### src/rtl/prog_dumper.sv
// prog_dumper: reads program-memory words and streams them out a UART TX line, low byte first.
// Build with DUMP_CSUM_EN defined to append a two's-complement checksum frame.

module prog_dumper #(
    parameter int CLK_FREQ = 50000000,
    parameter int BAUD     = 115200,
    parameter int AW       = 16
) (
    input  logic          clk,
    input  logic          rst,
    input  logic          start,
    input  logic [AW-1:0] base,
    input  logic [AW-1:0] len,
    output logic [AW-1:0] mem_addr,
    output logic          mem_rd,
    input  logic [15:0]   mem_data,
    output logic          tx,
    output logic          busy,
    output logic          done
);

    localparam int DIV = CLK_FREQ / BAUD;
    localparam int CW  = (DIV > 1) ? $clog2(DIV) : 1;
    localparam logic [CW-1:0] BAUD_MAX = CW'(DIV - 1);
    localparam logic [3:0]    STOP_BIT = 4'd9;

    typedef enum logic [3:0] {
        S_IDLE,
        S_FETCH,
        S_WAIT,
        S_LOAD_LO,
        S_SEND_LO,
        S_LOAD_HI,
        S_SEND_HI,
        S_NEXT,
        S_CSUM,
        S_SEND_CS,
        S_FIN
    } state_t;

`ifdef DUMP_CSUM_EN
    localparam state_t S_TAIL = S_CSUM;
`else
    localparam state_t S_TAIL = S_FIN;
`endif

    state_t state;
    state_t state_nx;

    logic [AW-1:0] base_q;
    logic [AW-1:0] len_q;
    logic [AW-1:0] word_cnt;
    logic [AW-1:0] addr_q;
    logic [15:0]   word;

    logic [8:0]    shreg;
    logic [3:0]    bit_cnt;
    logic [CW-1:0] baud_cnt;
    logic          tx_act;

    logic          accept;
    logic          load;
    logic [7:0]    load_byte;
    logic          done_nx;
    logic          frame_end;
    logic          in_stop;
    logic          load_ok;
    logic          last_word;

`ifdef DUMP_CSUM_EN
    logic [7:0]    csum;
`endif

    // A new frame may start when the line is idle or exactly as the current stop bit ends.
    assign frame_end = tx_act && (bit_cnt == STOP_BIT) && (baud_cnt == BAUD_MAX);
    assign in_stop   = tx_act && (bit_cnt == STOP_BIT);
    assign load_ok   = !tx_act || frame_end;
    assign last_word = (word_cnt + AW'(1)) == len_q;

    // State register
    always_ff @(posedge clk or negedge rst) begin
        if (!rst) begin
            state <= S_IDLE;
        end else begin
            state <= state_nx;
        end
    end

    // Next-state logic; send states leave at the stop bit so the next load lands gap-free
    always_comb begin
        state_nx = state;
        unique case (state)
            S_IDLE: begin
                if (start && !done) begin
                    state_nx = (len == '0) ? S_TAIL : S_FETCH;
                end
            end
            S_FETCH:   state_nx = S_WAIT;
            S_WAIT:    state_nx = S_LOAD_LO;
            S_LOAD_LO: if (load_ok) state_nx = S_SEND_LO;
            S_SEND_LO: if (in_stop) state_nx = S_LOAD_HI;
            S_LOAD_HI: if (load_ok) state_nx = S_SEND_HI;
            S_SEND_HI: if (in_stop) state_nx = S_NEXT;
            S_NEXT:    state_nx = last_word ? S_TAIL : S_FETCH;
`ifdef DUMP_CSUM_EN
            S_CSUM:    if (load_ok) state_nx = S_SEND_CS;
            S_SEND_CS: if (in_stop) state_nx = S_FIN;
`endif
            S_FIN:     if (!tx_act) state_nx = S_IDLE;
            default:   state_nx = S_IDLE;
        endcase
    end

    // Output decode: memory strobe, frame load requests and completion
    always_comb begin
        mem_rd    = 1'b0;
        mem_addr  = addr_q;
        accept    = 1'b0;
        load      = 1'b0;
        load_byte = word[7:0];
        done_nx   = 1'b0;
        unique case (state)
            S_IDLE: accept = start && !done;
            S_FETCH: begin
                mem_rd   = 1'b1;
                mem_addr = base_q + word_cnt;
            end
            S_LOAD_LO: begin
                load      = load_ok;
                load_byte = word[7:0];
            end
            S_LOAD_HI: begin
                load      = load_ok;
                load_byte = word[15:8];
            end
`ifdef DUMP_CSUM_EN
            S_CSUM: begin
                load      = load_ok;
                load_byte = 8'd0 - csum;
            end
`endif
            S_FIN:   done_nx = !tx_act;
            default: ;
        endcase
    end

    // Job registers: latched request, word counter, held address, fetched word, status
    always_ff @(posedge clk or negedge rst) begin
        if (!rst) begin
            base_q   <= '0;
            len_q    <= '0;
            word_cnt <= '0;
            addr_q   <= '0;
            word     <= '0;
            busy     <= 1'b0;
            done     <= 1'b0;
        end else begin
            if (accept) begin
                base_q   <= base;
                len_q    <= len;
                word_cnt <= '0;
                busy     <= 1'b1;
            end
            if (state == S_FETCH) begin
                addr_q <= mem_addr;
            end
            if (state == S_WAIT) begin
                word <= mem_data;
            end
            if (state == S_NEXT) begin
                word_cnt <= word_cnt + AW'(1);
            end
            done <= done_nx;
            if (done_nx) begin
                busy <= 1'b0;
            end
        end
    end

`ifdef DUMP_CSUM_EN
    // Running mod-256 sum of every data byte handed to the transmitter
    always_ff @(posedge clk or negedge rst) begin
        if (!rst) begin
            csum <= 8'd0;
        end else if (accept) begin
            csum <= 8'd0;
        end else if (load && (state != S_CSUM)) begin
            csum <= csum + load_byte;
        end
    end
`endif

    // 8N1 transmitter; the baud counter restarts with every loaded frame
    always_ff @(posedge clk or negedge rst) begin
        if (!rst) begin
            tx       <= 1'b1;
            shreg    <= '1;
            bit_cnt  <= '0;
            baud_cnt <= '0;
            tx_act   <= 1'b0;
        end else if (load) begin
            tx       <= 1'b0;
            shreg    <= {1'b1, load_byte};
            bit_cnt  <= '0;
            baud_cnt <= '0;
            tx_act   <= 1'b1;
        end else if (tx_act) begin
            if (baud_cnt == BAUD_MAX) begin
                baud_cnt <= '0;
                if (bit_cnt == STOP_BIT) begin
                    tx_act <= 1'b0;
                    tx     <= 1'b1;
                end else begin
                    tx      <= shreg[0];
                    shreg   <= {1'b1, shreg[8:1]};
                    bit_cnt <= bit_cnt + 4'd1;
                end
            end else begin
                baud_cnt <= baud_cnt + CW'(1);
            end
        end
    end

endmodule

### config.mk
export PLATFORM = sky130hd
export DESIGN_NAME = prog_dumper
export DESIGN_NICKNAME = d
export VERILOG_FILES = /design/src/rtl/prog_dumper.sv
export SDC_FILE = /design/constraint.sdc
export NUM_CORES = 1
export LEC_CHECK = 0
export BUFFER_PORTS_ARGS = -buffer_cell sky130_fd_sc_hd__buf_2
export CORE_MARGIN = 2
export CORE_UTILIZATION = 50
export CTS_CLUSTER_SIZE = 20
export DETAILED_ROUTE_END_ITERATION = 6
export HOLD_SLACK_MARGIN = 0.15
export PLACE_DENSITY = 0.67
export SETUP_SLACK_MARGIN = 0.3
export SLEW_MARGIN = 20
export SYNTH_ARGS = -nofsm -noshare
export SYNTH_HDL_FRONTEND = slang
export SYNTH_SLANG_ARGS = --single-unit
### constraint.sdc
create_clock -name clk -period 4.35 [get_ports clk]
set_input_delay 0.435 -clock clk [delete_from_list [all_inputs] [get_ports clk]]
set_output_delay 0.435 -clock clk [all_outputs]
set_load 0.03 [all_outputs]
Word level (Yosys, flattened, before mapping) --
Index checks and enable logic that the tools add are counted.
Operators by class: eq/ne operators 18, mux-type cells 38, reductions and logical operators 16, $add $sub $neg 4
Operator list (number):
- $mux W9 | 7
- $mux W16 | 3
- $mux W4 | 12
- $pmux W4 S9 | 1
- $add A16 B1 Y16 const B | 1
- $add A16 B16 Y16 | 1
- $eq A16 B16 Y1 | 1
- $eq A4 B3 Y1 const B | 4
- $logic_not A16 Y1 | 1
- $mux W1 | 14
- $ne A2 B2 Y1 const B | 7
- $add A9 B1 Y9 const B | 1
- $eq A9 B9 Y1 const B | 1
- $eq A4 B2 Y1 const B | 2
- $eq A4 B4 Y1 const B | 2
- $mux W8 | 1
- $reduce_bool A2 Y1 | 4
- $reduce_and A6 Y1 | 1
- $add A4 B1 Y4 const B | 1
- $eq A4 B1 Y1 const B | 1
- $logic_not A4 Y1 | 1
- $logic_and A1 B1 Y1 | 3
- $reduce_and A3 Y1 | 1
- $logic_not A1 Y1 | 2
- other kinds (3) | 3
Word-level totals: output and inout bits 20, word-level logic and storage cells 89, input port bits 51, bits in registers 110

Depth between registers and ports, before layout --
depth after elaboration 7, gate-level depth with buffers 11, depth with buffers taken out 10

Worst setup path before layout --
OpenSTA, ideal clock, no wires.
path kind reg-to-output, from register word_cnt[1], to output port mem_addr[13], required time 3.915 ns, data arrival time 2.733 ns, stages on the path, launching flop included 9, path buffers 0, slack 1.182 ns, cells stage by stage dfrtp_1 > ha_1 > a211oi_1 > o21bai_1 > o2111ai_1 > a21oi_1 > o31a_1 > o21a_1 > o31ai_1
Between the ends: longest elaborated chain between the ends 2
RTL lines:
- start: declaration | line 52 | logic [AW-1:0] word_cnt;
- start signal: assignment | line 171 | word_cnt <= word_cnt + AW'(1);
- $add A16 B16 Y16 | line 126 | mem_addr = base_q + word_cnt;
- $mux W16 | line 122 | unique case (state)
- end: declaration | line 14 | output logic [AW-1:0] mem_addr,
Every way passes these cells.

Worst setup path after layout --
Same ends and word-level chain as after synthesis.

==> results.cfg <==
[power]
swShare_pct = 39.6
p_comb_share_pct = 42.8
power.switching_w = 0.00178
p_int_w = 0.00272
ir_drop_v = 0.000360
pwr-share-seq_pct = 38.7
p_clk_share_pct = 18.5
powerDensity_nw_per_um2 = 641
p_leak_nw = 3.13

[detailed_routing]
drt-initial-drc-count = 283
num_vias = 4898
routedWlPerCell_um = 15.6
ant_nets = 0
routed_wl_mm = 13.3
drcViolationCount = 0
viasPerCell = 5.74
first_pass_iters = 5

[clock_network]
path_clk_slew_ns = 0.07
clockBufferDepth = 2
cts_buffers = 9
post_cts_buffers = 0
clkLatencyLatePin_ns = 0.36
cts-resized-gates = 0
clock-root-buffer = clkbuf_16
cts_hold_buf = 0
numClockSinks = 109
cts_tree = built
cts.htree.levels = 3

[critical_path]
crit_type = register to output port
cp_data_arrival_time_ns = 3.13
startpoint_type = register
crit_chain = ha_1 > a211oi_1 > o21bai_1 > o2111ai_1 > a21oi_1 > o31a_1 > o21a_1 > o31ai_1 > buf_2
cpLargestDelayFamily = compound AO/OA/AOI/OAI gates
critical-path-slowest-cell = dfrtp_1
end_kind = output port
crit_buf_inv = 1
worstPathMaxFanout = 7
cpPeakStageDelay_ns = 0.48
crit_required_ns = 3.91

[floorplan]
die_h_um = 116
start_util_pct = 51.6
die_w_um = 116
die_area_um2 = 13400
coreArea_um2 = 12100
rows = 40
io_pins = 71

[timing]
finalWorstSetupSlack_ns = 0.785
fmaxAchievable_ghz = 0.281
fin_crit_ns = 3.56
hold_viol_final = 0
slew_headroom_pct = 48.7
finalCritPeriodShare_pct = 81.9
drv_slew = 0
worstMarginPinSlew_ns = 0.770
rsz0062_at_grt = false
clock_skew_ns = 0.00728
tns_ns = 0
finalSetupViolations = 0

[synth]
yosys_warnings = 0
synth_async_sr_flop_share_pct = 100
synth_area_um2 = 6250
yosysMostFrequentCell = dfrtp_1
synthesis.nets = 697
ys_top_cells_by_count = dfrtp_1 (100), nand2_1 (62), mux2_2 (56)
synth_top_area_share_pct = 40.0
synth_seq_cells = 109
syn_inst = 625
yosysSeqAreaShare_pct = 43.8
yosys.area.top_type = dfrtp_1
avgSynthCellArea_um2 = 10.0
synth_edf_count = 0
synth_top_flop_cell = dfrtp_1
synth.distinct_cells = 66
synth_area_leaders = dfrtp_1 (40%), mux2_2 (10%), ha_1 (4.0%), dfstp_2 (3.8%), o21ai_0 (3.8%)

[global_route]
grt_pass1_wl_mm = 22.4
grt_pass1_vias = 4683
antenna_found_initial = 0
grtUsageTotal_pct = 21.2
grt_max_degree = 84
overflow = 0

[final_layout]
nNetsFinal = 752
insertedDiodeCount = 0
drive_gt1_share_pct = 24.8
syn2layout_area_growth_pct = 12.3

[place]
gp_congestion = 0.841
io_buffers = 70
pre_cts_ws_ns = 1.20
dp_hpwl_mm = 9.60

[run_status]
status = completed

[hold_path]
hold_class = input pin to asynchronous set/reset pin

[flow_run]
drv_cap = 0
## worst register-to-register path, cell delays in order, from the launching register on
cell,delay [ns]
dfrtp_1,0.52
ha_1,0.32
nand3_1,0.45
a32oi_1,0.34
nand4_1,0.12
nor4_1,0.44
o2111ai_1,0.30
o2111ai_1,0.19
o221ai_1,0.15
## cells in the final DEF, fill, tap and decap left out, drive strengths merged, types with 8 or more instances in the layout
cell	instances
clkbuf	9
dfrtp	100
ha	20
dfstp	9
mux2i	11
or3	8
o31ai	12
nand4	13
buf	75
nor3	11
inv	20
o21ai	64
nand3	18
a21oi	17
nor2	38
nor4	9
xor2	18
nand2	62
mux2	56
xnor2	15
## through the flow
stage | instance area (um2) | std cells | hold slack [ns] | utilization, % | power, W
final | 7030 | 853 | 0.0920 | 58.0 | 0.00450
after global routing | 7030 | 853 | 0.188 | 58.0 | 0.00484
after CTS | 7020 | 853 | 0.285 | 58.0 | 0.00454
after detailed placement | 6720 | 837 | 0.458 | 55.5 | 0.00369
after global placement | 6720 | 837 | 0.450 | 55.5 | 0.00360
after floorplan | 6250 | 625 | 0.139 | - | 0.00318
## cell type report
cell class	instances	area (um2)
clock buffers	9	225
clock inverters	7	73.8
fillers	1107	5090
inverters	18	67.6
multi-input cells	467	3320
flip-flops and latches	109	2740
well taps	168	210
repair buffers	75	394
## power groups by stage
stage               Combinational (W)  Sequential, W  Clock [W]
finish                        0.00193        0.00174   0.000832
global route                  0.00214        0.00179   0.000907
CTS                           0.00194        0.00174   0.000858
detailed placement            0.00193        0.00176          0
global placement              0.00187        0.00173          0
floorplan                     0.00154        0.00164          0
## sequential cells by signal, summed over array words and instances (netlist names)
register and count:
shreg 8, baud_cnt 9, addr_q 16, done 1, word 16, bit_cnt 4, state 4, busy 1
len_q 16, base_q 16, word_cnt 16, tx 1, tx_act 1
## cell families after synthesis
family	share of synthesized area, %
AO/OA/AOI/OAI	15.2
XOR/XNOR	4.62
adder cells (fa/ha/maj)	4.32
buffers and inverters	3.26
flip-flops	43.8
multiplexers	11.8
AND/OR/NAND/NOR	16.9
## metal layers
layer / track usage, % / share of wire, % / vias to the layer above
met5: 0 / 0 / -
met4: 5.48 / 0.80 / 0
met3: 6.96 / 5.8 / 12
met2: 35.1 / 49 / 119
met1: 27.0 / 44 / 2376
li1: - / - / 2391
## path summary, 6_finish.rpt
kind	from	to	slack (ns)	cells past startpoint
worst max-delay path	word_cnt[1]	mem_addr[13]	0.79	9
worst min register to register	addr_q[0]	addr_q[0]	0.47	2
worst max register to register	word_cnt[0]	state[0]	1.40	8
max in group asynchronous	rst	tx	3.37	2
worst min-delay path	rst	addr_q[2]	0.09	1
min in group clk	mem_data[6]	word[6]	0.30	2
Note: power is estimated with default switching activity, not from simulation.
